## config.mk

```make
export PLATFORM = sky130hd
export DESIGN_NAME = cordic_atan_quad
export DESIGN_NICKNAME = d
export VERILOG_FILES = /design/src/rtl/cordic_pkg.sv /design/src/rtl/cordic_sync_fifo.sv /design/src/rtl/cordic_atan_quad.sv
export SDC_FILE = /design/constraint.sdc
export NUM_CORES = 1
export LEC_CHECK = 0
export CAP_MARGIN = 40
export CORE_MARGIN = 1.5
export CORE_UTILIZATION = 53
export CTS_CLUSTER_SIZE = 20
export DETAILED_ROUTE_END_ITERATION = 16
export PLACE_DENSITY = 0.78
export SYNTH_ARGS = -nofsm -noshare
export SYNTH_HDL_FRONTEND = slang
export SYNTH_SLANG_ARGS = --single-unit
```

## constraint.sdc

```tcl
create_clock -name clk -period 5.31 [get_ports clk]
set_clock_uncertainty 0.15 [all_clocks]
set_input_delay 0.7965 -clock clk [delete_from_list [all_inputs] [get_ports clk]]
set_output_delay 0.7965 -clock clk [all_outputs]
set_load 0.02 [all_outputs]
```

## src/rtl/cordic_pkg.sv

```systemverilog
// Shared constants, quadrant code type and Q16 scaling helper for the
// full-circle CORDIC arctangent wrapper.
package cordic_pkg;

    localparam int DATA_WIDTH_DEF = 32;
    localparam int EXPAND_BIT_DEF = 16;
    localparam int PI_Q           = 205887;
    localparam int TWO_PI_Q       = 411775;

    typedef enum logic [1:0] {
        QC_ZERO = 2'b00,
        QC_POS  = 2'b01,
        QC_NEG  = 2'b11
    } qcode_t;

    // PI_Q/TWO_PI_Q are Q16 values; rescale them when EXPAND_BIT differs.
    function automatic longint scale_q16(input longint value, input int frac_bits);
        longint result;
        if (frac_bits >= 16) begin
            result = value <<< (frac_bits - 16);
        end else begin
            result = value >>> (16 - frac_bits);
        end
        return result;
    endfunction

endpackage

```

## src/rtl/cordic_sync_fifo.sv

```systemverilog
// Show-ahead synchronous result buffer; head entry is presented while o_valid.
module cordic_sync_fifo #(
    parameter int WIDTH = 32,
    parameter int DEPTH = 8
) (
    input  logic                       clk,
    input  logic                       rst_n,
    input  logic                       i_push,
    input  logic [WIDTH-1:0]           i_data,
    input  logic                       i_pop,
    output logic [WIDTH-1:0]           o_data,
    output logic                       o_valid,
    output logic [$clog2(DEPTH+1)-1:0] o_count
);

    localparam int PW = (DEPTH > 1) ? $clog2(DEPTH) : 1;
    localparam int CW = $clog2(DEPTH + 1);

    logic [WIDTH-1:0] r_mem [DEPTH];
    logic [PW-1:0]    r_wr_ptr;
    logic [PW-1:0]    r_rd_ptr;
    logic [CW-1:0]    r_count;
    logic [CW-1:0]    w_count_nx;
    logic             r_valid;
    logic             w_do_push;
    logic             w_do_pop;

    function automatic logic [PW-1:0] ptr_inc(input logic [PW-1:0] ptr);
        logic [PW-1:0] nxt;
        if (ptr == PW'(DEPTH - 1)) begin
            nxt = '0;
        end else begin
            nxt = ptr + PW'(1);
        end
        return nxt;
    endfunction

    always_comb begin
        w_do_push = i_push && (r_count != CW'(DEPTH));
        w_do_pop  = i_pop && r_valid;
        case ({w_do_push, w_do_pop})
            2'b10:   w_count_nx = r_count + CW'(1);
            2'b01:   w_count_nx = r_count - CW'(1);
            default: w_count_nx = r_count;
        endcase
    end

    // Non-empty flag is registered from the next count so o_valid is glitch-free.
    always_ff @(posedge clk or negedge rst_n) begin
        if (!rst_n) begin
            for (int i = 0; i < DEPTH; i++) begin
                r_mem[i] <= '0;
            end
            r_wr_ptr <= '0;
            r_rd_ptr <= '0;
            r_count  <= '0;
            r_valid  <= 1'b0;
        end else begin
            if (w_do_push) begin
                r_mem[r_wr_ptr] <= i_data;
                r_wr_ptr        <= ptr_inc(r_wr_ptr);
            end
            if (w_do_pop) begin
                r_rd_ptr <= ptr_inc(r_rd_ptr);
            end
            r_count <= w_count_nx;
            r_valid <= (w_count_nx != '0);
        end
    end

    assign o_data  = r_mem[r_rd_ptr];
    assign o_valid = r_valid;
    assign o_count = r_count;

endmodule

```

## src/rtl/cordic_atan_quad.sv

```systemverilog
// Extends a right-half-plane CORDIC arctangent core to the full circle:
// folds inputs, tracks quadrant alongside the core, corrects and buffers results.
module cordic_atan_quad
    import cordic_pkg::*;
#(
    parameter int DATA_WIDTH     = DATA_WIDTH_DEF,
    parameter int EXPAND_BIT     = EXPAND_BIT_DEF,
    parameter int CORDIC_LATENCY = 6,
    parameter int FIFO_DEPTH     = 8
) (
    input  logic                  clk,
    input  logic                  rst_n,
    input  logic                  in_valid,
    output logic                  in_ready,
    input  logic [DATA_WIDTH-1:0] x_in,
    input  logic [DATA_WIDTH-1:0] y_in,
    output logic [DATA_WIDTH-1:0] core_x,
    output logic [DATA_WIDTH-1:0] core_y,
    input  logic [DATA_WIDTH-1:0] core_atan,
    output logic                  out_valid,
    input  logic                  out_ready,
    output logic [DATA_WIDTH-1:0] out_angle
);

    localparam int L  = CORDIC_LATENCY;
    localparam int CW = $clog2(FIFO_DEPTH + 1);
    localparam logic signed [DATA_WIDTH:0] PI_W     = (DATA_WIDTH+1)'(scale_q16(longint'(PI_Q), EXPAND_BIT));
    localparam logic signed [DATA_WIDTH:0] TWO_PI_W = (DATA_WIDTH+1)'(scale_q16(longint'(TWO_PI_Q), EXPAND_BIT));
    localparam logic signed [DATA_WIDTH:0] NEG_PI_W = -PI_W;

    logic [L:0]                   r_sr_vld;
    logic [L:0]                   r_sr_zero;
    qcode_t                       r_sr_code [L+1];
    logic                         r_run;
    logic                         w_accept;
    logic                         w_zero;
    logic                         w_push;
    qcode_t                       w_code;
    logic [DATA_WIDTH-1:0]        w_fold_x;
    logic [DATA_WIDTH-1:0]        w_fold_y;
    logic [DATA_WIDTH-1:0]        w_result;
    logic signed [DATA_WIDTH:0]   w_atan_ext;
    logic signed [DATA_WIDTH:0]   w_corr;
    logic signed [DATA_WIDTH:0]   w_wrap;
    logic [CW:0]                  w_inflight;
    logic [CW:0]                  w_credit;
    logic [CW-1:0]                w_fifo_count;

    // Left-half-plane vectors are rotated by pi so the core only sees x >= 0.
    always_comb begin
        w_zero = (x_in == '0) && (y_in == '0);
        if (x_in[DATA_WIDTH-1]) begin
            w_fold_x = -x_in;
            w_fold_y = -y_in;
            w_code   = y_in[DATA_WIDTH-1] ? QC_NEG : QC_POS;
        end else begin
            w_fold_x = x_in;
            w_fold_y = y_in;
            w_code   = QC_ZERO;
        end
    end

    // Every accepted pair already owns a FIFO slot, so the core never stalls.
    always_comb begin
        w_inflight = '0;
        for (int i = 0; i <= L; i++) begin
            w_inflight = w_inflight + (CW+1)'(r_sr_vld[i]);
        end
        w_credit = w_inflight + {1'b0, w_fifo_count};
        in_ready = r_run && (w_credit < (CW+1)'(FIFO_DEPTH));
        w_accept = in_valid && in_ready;
    end

    always_comb begin
        w_atan_ext = {core_atan[DATA_WIDTH-1], core_atan};
        case (r_sr_code[L])
            QC_POS:  w_corr = w_atan_ext + PI_W;
            QC_NEG:  w_corr = w_atan_ext - PI_W;
            default: w_corr = w_atan_ext;
        endcase
        // Wrap into (-pi, pi]: exactly pi is kept, exactly -pi becomes +pi.
        if (w_corr > PI_W) begin
            w_wrap = w_corr - TWO_PI_W;
        end else if (w_corr <= NEG_PI_W) begin
            w_wrap = w_corr + TWO_PI_W;
        end else begin
            w_wrap = w_corr;
        end
        if (r_sr_zero[L]) begin
            w_result = '0;
        end else begin
            w_result = w_wrap[DATA_WIDTH-1:0];
        end
        w_push = r_sr_vld[L];
    end

    always_ff @(posedge clk or negedge rst_n) begin
        if (!rst_n) begin
            r_run     <= 1'b0;
            core_x    <= '0;
            core_y    <= '0;
            r_sr_vld  <= '0;
            r_sr_zero <= '0;
            for (int i = 0; i <= L; i++) begin
                r_sr_code[i] <= QC_ZERO;
            end
        end else begin
            r_run <= 1'b1;
            if (w_accept) begin
                core_x <= w_fold_x;
                core_y <= w_fold_y;
            end
            r_sr_vld     <= {r_sr_vld[L-1:0], w_accept};
            r_sr_zero    <= {r_sr_zero[L-1:0], w_accept && w_zero};
            r_sr_code[0] <= w_code;
            for (int i = 1; i <= L; i++) begin
                r_sr_code[i] <= r_sr_code[i-1];
            end
        end
    end

    cordic_sync_fifo #(
        .WIDTH (DATA_WIDTH),
        .DEPTH (FIFO_DEPTH)
    ) u_result_fifo (
        .clk     (clk),
        .rst_n   (rst_n),
        .i_push  (w_push),
        .i_data  (w_result),
        .i_pop   (out_valid && out_ready),
        .o_data  (out_angle),
        .o_valid (out_valid),
        .o_count (w_fifo_count)
    );

endmodule

```

* Word-level counts from Yosys, hierarchy flattened
Index checks and enable logic that the tools add are counted.
Word-level totals: flip-flop bits (word level) 360, bits of input ports 100, output and inout port bits 98, word-level logic and storage cells 84
Operators by class: add/sub/neg operators 17, $lt $le $gt $ge 6, eq/ne operators 7, mux-type cells 17, bitwise gates (word level) 2, reduce and logical (&&, ||, !) cells 11
Operators by type and width (number):
- bitwise mux 256 bit | 1
- 2-to-1 mux 32 bit | 8
- binary-select mux 32 bit (select 3 bit) | 1
- demux 32 bit (select 3 bit) | 1
- case mux 33 bit (2 select lines) | 1
- logical NOT 32 bit | 2
- negator 32 bit | 2
- adder 32 x 19 -> 33 bit, second input constant | 1
- greater-than comparator 33 x 19 -> 1 bit, second input constant | 1
- <= comparator 33 x 19 -> 1 bit, second input constant | 1
- subtractor 32 x 19 -> 33 bit, second input constant | 1
- adder 32 x 20 -> 32 bit, second input constant | 1
- subtractor 32 x 20 -> 32 bit, second input constant | 1
- adder 5 x 1 -> 5 bit | 2
- greater-or-equal comparator 4 bit, second input constant | 2
- logical AND 1 bit | 8
- inverter 3 -> 4 bit | 2
- case mux 4 bit (2 select lines) | 1
- adder 3 x 1 -> 3 bit, second input constant | 2
- equality test 3 bit, second input constant | 2
- 2-to-1 mux 3 bit | 2
- adder 4 x 1 -> 5 bit | 1
- adder 5 x 4 -> 5 bit | 1
- < comparator 5 x 4 -> 1 bit, second input constant | 1
- other kinds (11) | 14

* Longest topological paths before layout
word-level depth 11, mapped depth 24, depth with buffers taken out 16

* By module
From an unflattened synthesis, not the netlist that was laid out.
Unflattened totals: cells, all modules 2053, area total of the unflattened synthesis 22451.5 sq um
By module, submodules not included:
- cordic_sync_fifo | instances 1, cells each 731, area an instance 12270.5 sq um, sequential area each 6681.4 sq um
- cordic_atan_quad | instances 1, cells each 1322, area an instance 10181.0 sq um, sequential area each 2327.2 sq um

* Worst setup path after synthesis
OpenSTA, ideal clock, no wires.
path type register -> register, start register r_sr_code[1] (netlist bit), end register u_result_fifo.r_mem[111] (netlist bit), setup time 0.067 ns, arrival 5.281 ns, required time 5.093 ns, slack -0.188 ns, cell stages (with the launch flop) 23, path buffers 7, clock period less this slack 5.498 ns, cell sequence dfrtp_1 -> buf_2 -> nand2_1 -> buf_4 -> buf_4 -> buf_2 -> buf_4 -> ha_1 -> clkbuf_1 -> inv_1 -> a2111oi_4 -> o2111ai_1 -> and3_1 -> o31ai_1 -> a211o_1 -> a31oi_1 -> o41ai_1 -> nand4bb_1 -> nand2_1 -> buf_2 -> o22ai_1 -> xor2_1 -> a22o_1
On the way: cells in the longest elaborated chain, start to end 7, elaborated cells between the ends (all ways) 11, classes of those cells add/sub (2); order compare (2); eq/ne (2); mux (5)
Ends and longest elaborated chain:
- start: declaration | RTL line cordic_atan_quad.sv:33 | qcode_t r_sr_code [L+1];
- start signal: indexed assignment | RTL line cordic_atan_quad.sv:117 | r_sr_code[i] <= r_sr_code[i-1];
- equality test 2 bit or equality test 2 x 1 -> 1 bit (tied branches) | RTL line cordic_atan_quad.sv:76 | case (r_sr_code[L])
- case mux 33 bit (2 select lines) * | RTL line cordic_atan_quad.sv:76
- adder 32 x 20 -> 32 bit or <= comparator 33 x 19 -> 1 bit (tied branches) | RTL line cordic_atan_quad.sv:85, cordic_atan_quad.sv:84
- 2-to-1 mux 32 bit | RTL line cordic_atan_quad.sv:84 | end else if (w_corr <= NEG_PI_W) begin
- 2-to-1 mux 32 bit * | RTL line cordic_atan_quad.sv:82 | if (w_corr > PI_W) begin
- 2-to-1 mux 32 bit * | RTL line cordic_atan_quad.sv:89 | if (r_sr_zero[L]) begin
- bitwise mux 256 bit * | RTL line cordic_sync_fifo.sv:60 | r_mem[r_wr_ptr] <= i_data;
- end signal: indexed assignment | RTL line cordic_sync_fifo.sv:60
- end: declaration | RTL line cordic_sync_fifo.sv:19 | logic [WIDTH-1:0] r_mem [DEPTH];
Mark *: on every way between the ends. The rest lies on a longest branch, timed or not. A chain may end at the register's enable or synchronous reset.

* Final worst setup path
start input core_atan[5], end register u_result_fifo.r_mem[41] (netlist bit)
On the way: cells in the longest elaborated chain, start to end 7, elaborated cells between the ends (all ways) 11, classes of those cells add/sub (4); order compare (2); mux (5)
Ends and longest elaborated chain:
- start: declaration | RTL line cordic_atan_quad.sv:19 | input logic [DATA_WIDTH-1:0] core_atan,
- subtractor 32 x 19 -> 33 bit or adder 32 x 19 -> 33 bit (tied branches) | RTL line cordic_atan_quad.sv:78, cordic_atan_quad.sv:77
- case mux 33 bit (2 select lines) * | RTL line cordic_atan_quad.sv:76
- adder 32 x 20 -> 32 bit or <= comparator 33 x 19 -> 1 bit (tied branches) | RTL line cordic_atan_quad.sv:85, cordic_atan_quad.sv:84
- 2-to-1 mux 32 bit | RTL line cordic_atan_quad.sv:84
- 2-to-1 mux 32 bit * | RTL line cordic_atan_quad.sv:82
- 2-to-1 mux 32 bit * | RTL line cordic_atan_quad.sv:89
- bitwise mux 256 bit * | RTL line cordic_sync_fifo.sv:60
Marked as above.

==> results.txt <==
The flow ran to the end, and the final reports show no timing, DRC or antenna violations. The number of hold violations in the final report is 0. TritonCTS built the clock tree. Cells with a size suffix above 1 make up 23.29% of the layout. The post-synthesis to final-layout area growth is 28.00%.

The count of buffering cells on the critical path with inverters included came out at 5. The final route contains 19070 vias. The die height is 202.9 um.

The actual transition at the worst max-transition pin came out at 989.8 ps. The highest cell delay on the worst timing path is 550 ps. The worst hold slack came out at 196.9 ps. The clock-pin slew of the registers on the worst-case setup and hold paths is 60 ps. Among cell families on the critical path, the largest total delay comes from compound AO/OA/AOI/OAI gates. The number of antenna violations at the first check in global routing came to 3. Detailed placement finished with a half-perimeter wire length of 44860 um. The area of the die came out at 41170 sq um.

The number of top-level pins is 198. The register area share after synthesis came out at 42.53%. Counting the buffers created by CTS gives 38. The tree is rooted in a clkbuf_16. The first global-routing pass estimated 104600 um of wire. The maximum operating frequency came out at 194.2 MHz. The worst setup path is of the primary input to flip-flop kind.

At the worst endpoint, the required time is 5590 ps. The number of warnings printed during yosys synthesis came out at 0. The number of clock sinks came out at 360. Traced cell by cell, the critical path runs through clkdlybuf4s50_1 > ha_1 > nand2_1 > a311o_2 > a2111oi_2 > a211oi_2 > buf_4 > xnor2_1 > buf_4 > nand2_1 > o41ai_2 > buf_4 > nand4bb_1 > and2_1 > o2bb2ai_1 > xnor2_2 > buf_4 > a22o_1. The arrival time reported for the critical path endpoint came out at 5430 ps. The area of the core region is 39550 sq um. After detailed routing, the number of vias per cell comes to 6.443.

The ratio of final minimum period to clock period came out at 96.99%. The average detailed-routed wire length per instance is 22.15 um. The maximum VDD drop came out at 0.3123 mV. The count of buffers from port buffering came out at 197.

The floorplan step set the die width to 202.9 um. The number of max-cap violations is 0. The later pin in the worst-skew pair is clocked with a latency of 550 ps. Global routing finished with a remaining overflow of 0. Setup violations remaining at the end of the flow were counted as 0.

The number of different library cells used by synthesis comes to 96. The most numerous cell type found on the critical path is buf_4. The number of nets with antenna violations after detailed routing is 0. The capturing element type of the critical path is a flip-flop.

For this run, the leading register cell type out of synthesis is dfrtp_1. The placement row count is 73. The post-synthesis cell count came out at 2020. Leaving out fill and tap cells, the most frequent cell in the layout is dfrtp_1. The number of enable flip-flop cells after synthesis is 0. Entering global routing, the biggest net connects 130 pins. The standard cell with the maximum stage delay on the critical path is ha_1. Measured on the finished design, the core utilization comes to 68.55%. The time the final worst path needs with I/O delays and setup came out at 5150 ps. The length of the first detailed-routing pass in iterations came out at 6.

The min-delay analysis places its worst path in the category primary input to asynchronous set/reset pin. The post-synthesis async set-or-reset flop share is 100.0%. The worst relative slew slack came out at 34.02%. Leaving out fill and tap cells, the most frequent cells in the layout are dfrtp_1 (357), buf_4 (291), a22o_1 (236), nand2_1 (199), clkdlybuf4s50_1 (193). The placer's final routability congestion estimate is 0.9941. After synthesis the netlist holds a flip-flop and latch count of 360. The critical path startpoint category is a primary input.

For this run, the post-layout net count is 2537. Summed over all layers, the routed wires come to 65580 um. The max-slew violation count came out at 0. The maximum clock insertion buffer count came out at 3. In the global route stage, overall resource usage came out at 31.86%. For this design, the CTS-stage hold fixing added 0 buffers. Of all nets on the critical path, the largest fanout is 11. The clock tree synthesis step divided the H-tree into 2 levels. The first routing iteration left 1768 violations. The via count of the first global-routing pass was 19140.

The power density over cell area is 448.5 nW/um^2. The leakage component of the power is 11.95 nW. The synthesized netlist occupies a cell area of 21180 sq um. The detailed-route DRC error count came out at 0. The starting density of the core is 53.55%. The mean area per synthesized cell is 10.49 sq um.

Synthesis produced a netlist with a net count of 2152.
## cell usage after synthesis (all sizes together), types with 10 or more instances
cell	count	area [sq um]
nor2b	17	106.4
mux2i	22	220.2
ha	27	337.8
o211ai	19	142.6
nand3	31	155.2
xnor2	43	511.7
o2111ai	10	87.58
o41ai	14	122.6
o21ai	117	589.3
or4	19	150.1
mux4	64	1441
mux2	36	405.4
a31oi	14	87.58
nand4	23	143.9
clkbuf	127	476.7
buf	31	175.2
nor3	33	175.2
inv	46	172.7
and3	16	100.1
a22o	236	2067
xor2	68	595.6
o22ai	16	100.1
a211oi	15	117.6
and2	24	150.1
nor2	78	292.8
o31ai	40	305.3
dfrtp	360	9009
a211o	10	87.58
nand2b	13	81.33
or3	21	131.4
nor4	17	106.4
or2	13	81.33
a21oi	40	200.2
a22oi	10	75.07
nand2	202	758.2
## worst paths after layout
| path | startpoint | end | slack (ps) | cells after the start |
|---|---|---|---|---|
| setup / recovery | core_atan[5] | u_result_fifo.r_mem[41]$_DFFE_PN0P_ | 160 | 18 |
| min in group clk | r_sr_code[9]$_DFF_PN0_ | r_sr_code[7]$_DFF_PN0_ | 200 | 0 |
| hold / removal | rst_n | u_result_fifo.r_mem[91]$_DFFE_PN0P_ | 200 | 1 |
| max in group asynchronous | rst_n | u_result_fifo.r_mem[228]$_DFFE_PN0P_ | 3560 | 2 |
| setup reg to reg | r_sr_code[1]$_DFF_PN0_ | u_result_fifo.r_mem[41]$_DFFE_PN0P_ | 220 | 18 |
| hold reg to reg | r_sr_code[9]$_DFF_PN0_ | r_sr_code[7]$_DFF_PN0_ | 200 | 0 |
## flip-flops by register name, indices dropped and copies added, names as in the netlist
name / flops
u_result_fifo.r_mem: 256
core_x: 32
core_y: 32
r_sr_code: 14
r_sr_vld: 7
r_sr_zero: 7
u_result_fifo.o_count: 4
u_result_fifo.r_rd_ptr: 3
u_result_fifo.r_wr_ptr: 3
r_run: 1
u_result_fifo.o_valid: 1
## report_power, final
part	leakage [nW]	internal, mW	switching, mW
Sequential	4.66	3.73	0.592
Clock	0.600	1.50	1.11
Combinational	6.69	2.67	2.55
Total	12.0	7.90	4.26
## per-layer routing
layer,part of all wire [%],up-vias,wire length [um],track usage (%)
met4,2.8,4,1820,9.762
met3,9.1,151,5977,6.613
li1,-,8468,-,-
met1,40,9480,26130,42.40
met5,0.038,-,25,0
met2,48,967,31620,52.52
## area by class of cell
type | instances | area, sq um
Antenna cell | 1 | 2.502
Inverter | 46 | 172.7
Clock buffer | 53 | 1057
Multi-Input combinational cell | 1456 | 11600
Clock inverter | 16 | 158.9
Timing Repair Buffer | 503 | 4444
Sequential cell | 360 | 9015
Fill cell | 2933 | 12440
Tap cell | 525 | 656.9
## per-stage QoR
stage / std cells / area, sq um / TNS [ps] / power (mW) / worst slack, ps
6_report: 2960 / 27110 / 0 / 12.16 / 159.6
5_1_grt: 2959 / 27110 / -20.19 / 12.76 / -13.02
3_5_place_dp: 2883 / 25670 / -159630 / 9.476 / -759.9
4_1_cts: 2955 / 26960 / 0 / 12.15 / 6.068
3_3_place_gp: 2877 / 25550 / -122720 / 9.227 / -597.3
2_1_floorplan: 2020 / 21260 / 0 / 7.381 / 40.18
## kinds of logic (layout without fill, tap and decap cells)
family	count (synthesis)	count (layout)	synth area share [%]
adder cells (fa/ha/maj)	33	33	2.115
buffers and inverters	204	618	3.893
other	1	2	0.01771
AND/OR/NAND/NOR	543	543	12.98
AO/OA/AOI/OAI	645	645	23.37
XOR/XNOR	112	112	5.334
flip-flops	360	360	42.53
multiplexers	122	122	9.759
## repair_timing
action	CTS	global route
setup endpoints to repair	202	248
setup buffers	3	4
resized for setup	9	22
pin swaps	3	12
No activity file was read; power rests on OpenSTA's default activity.
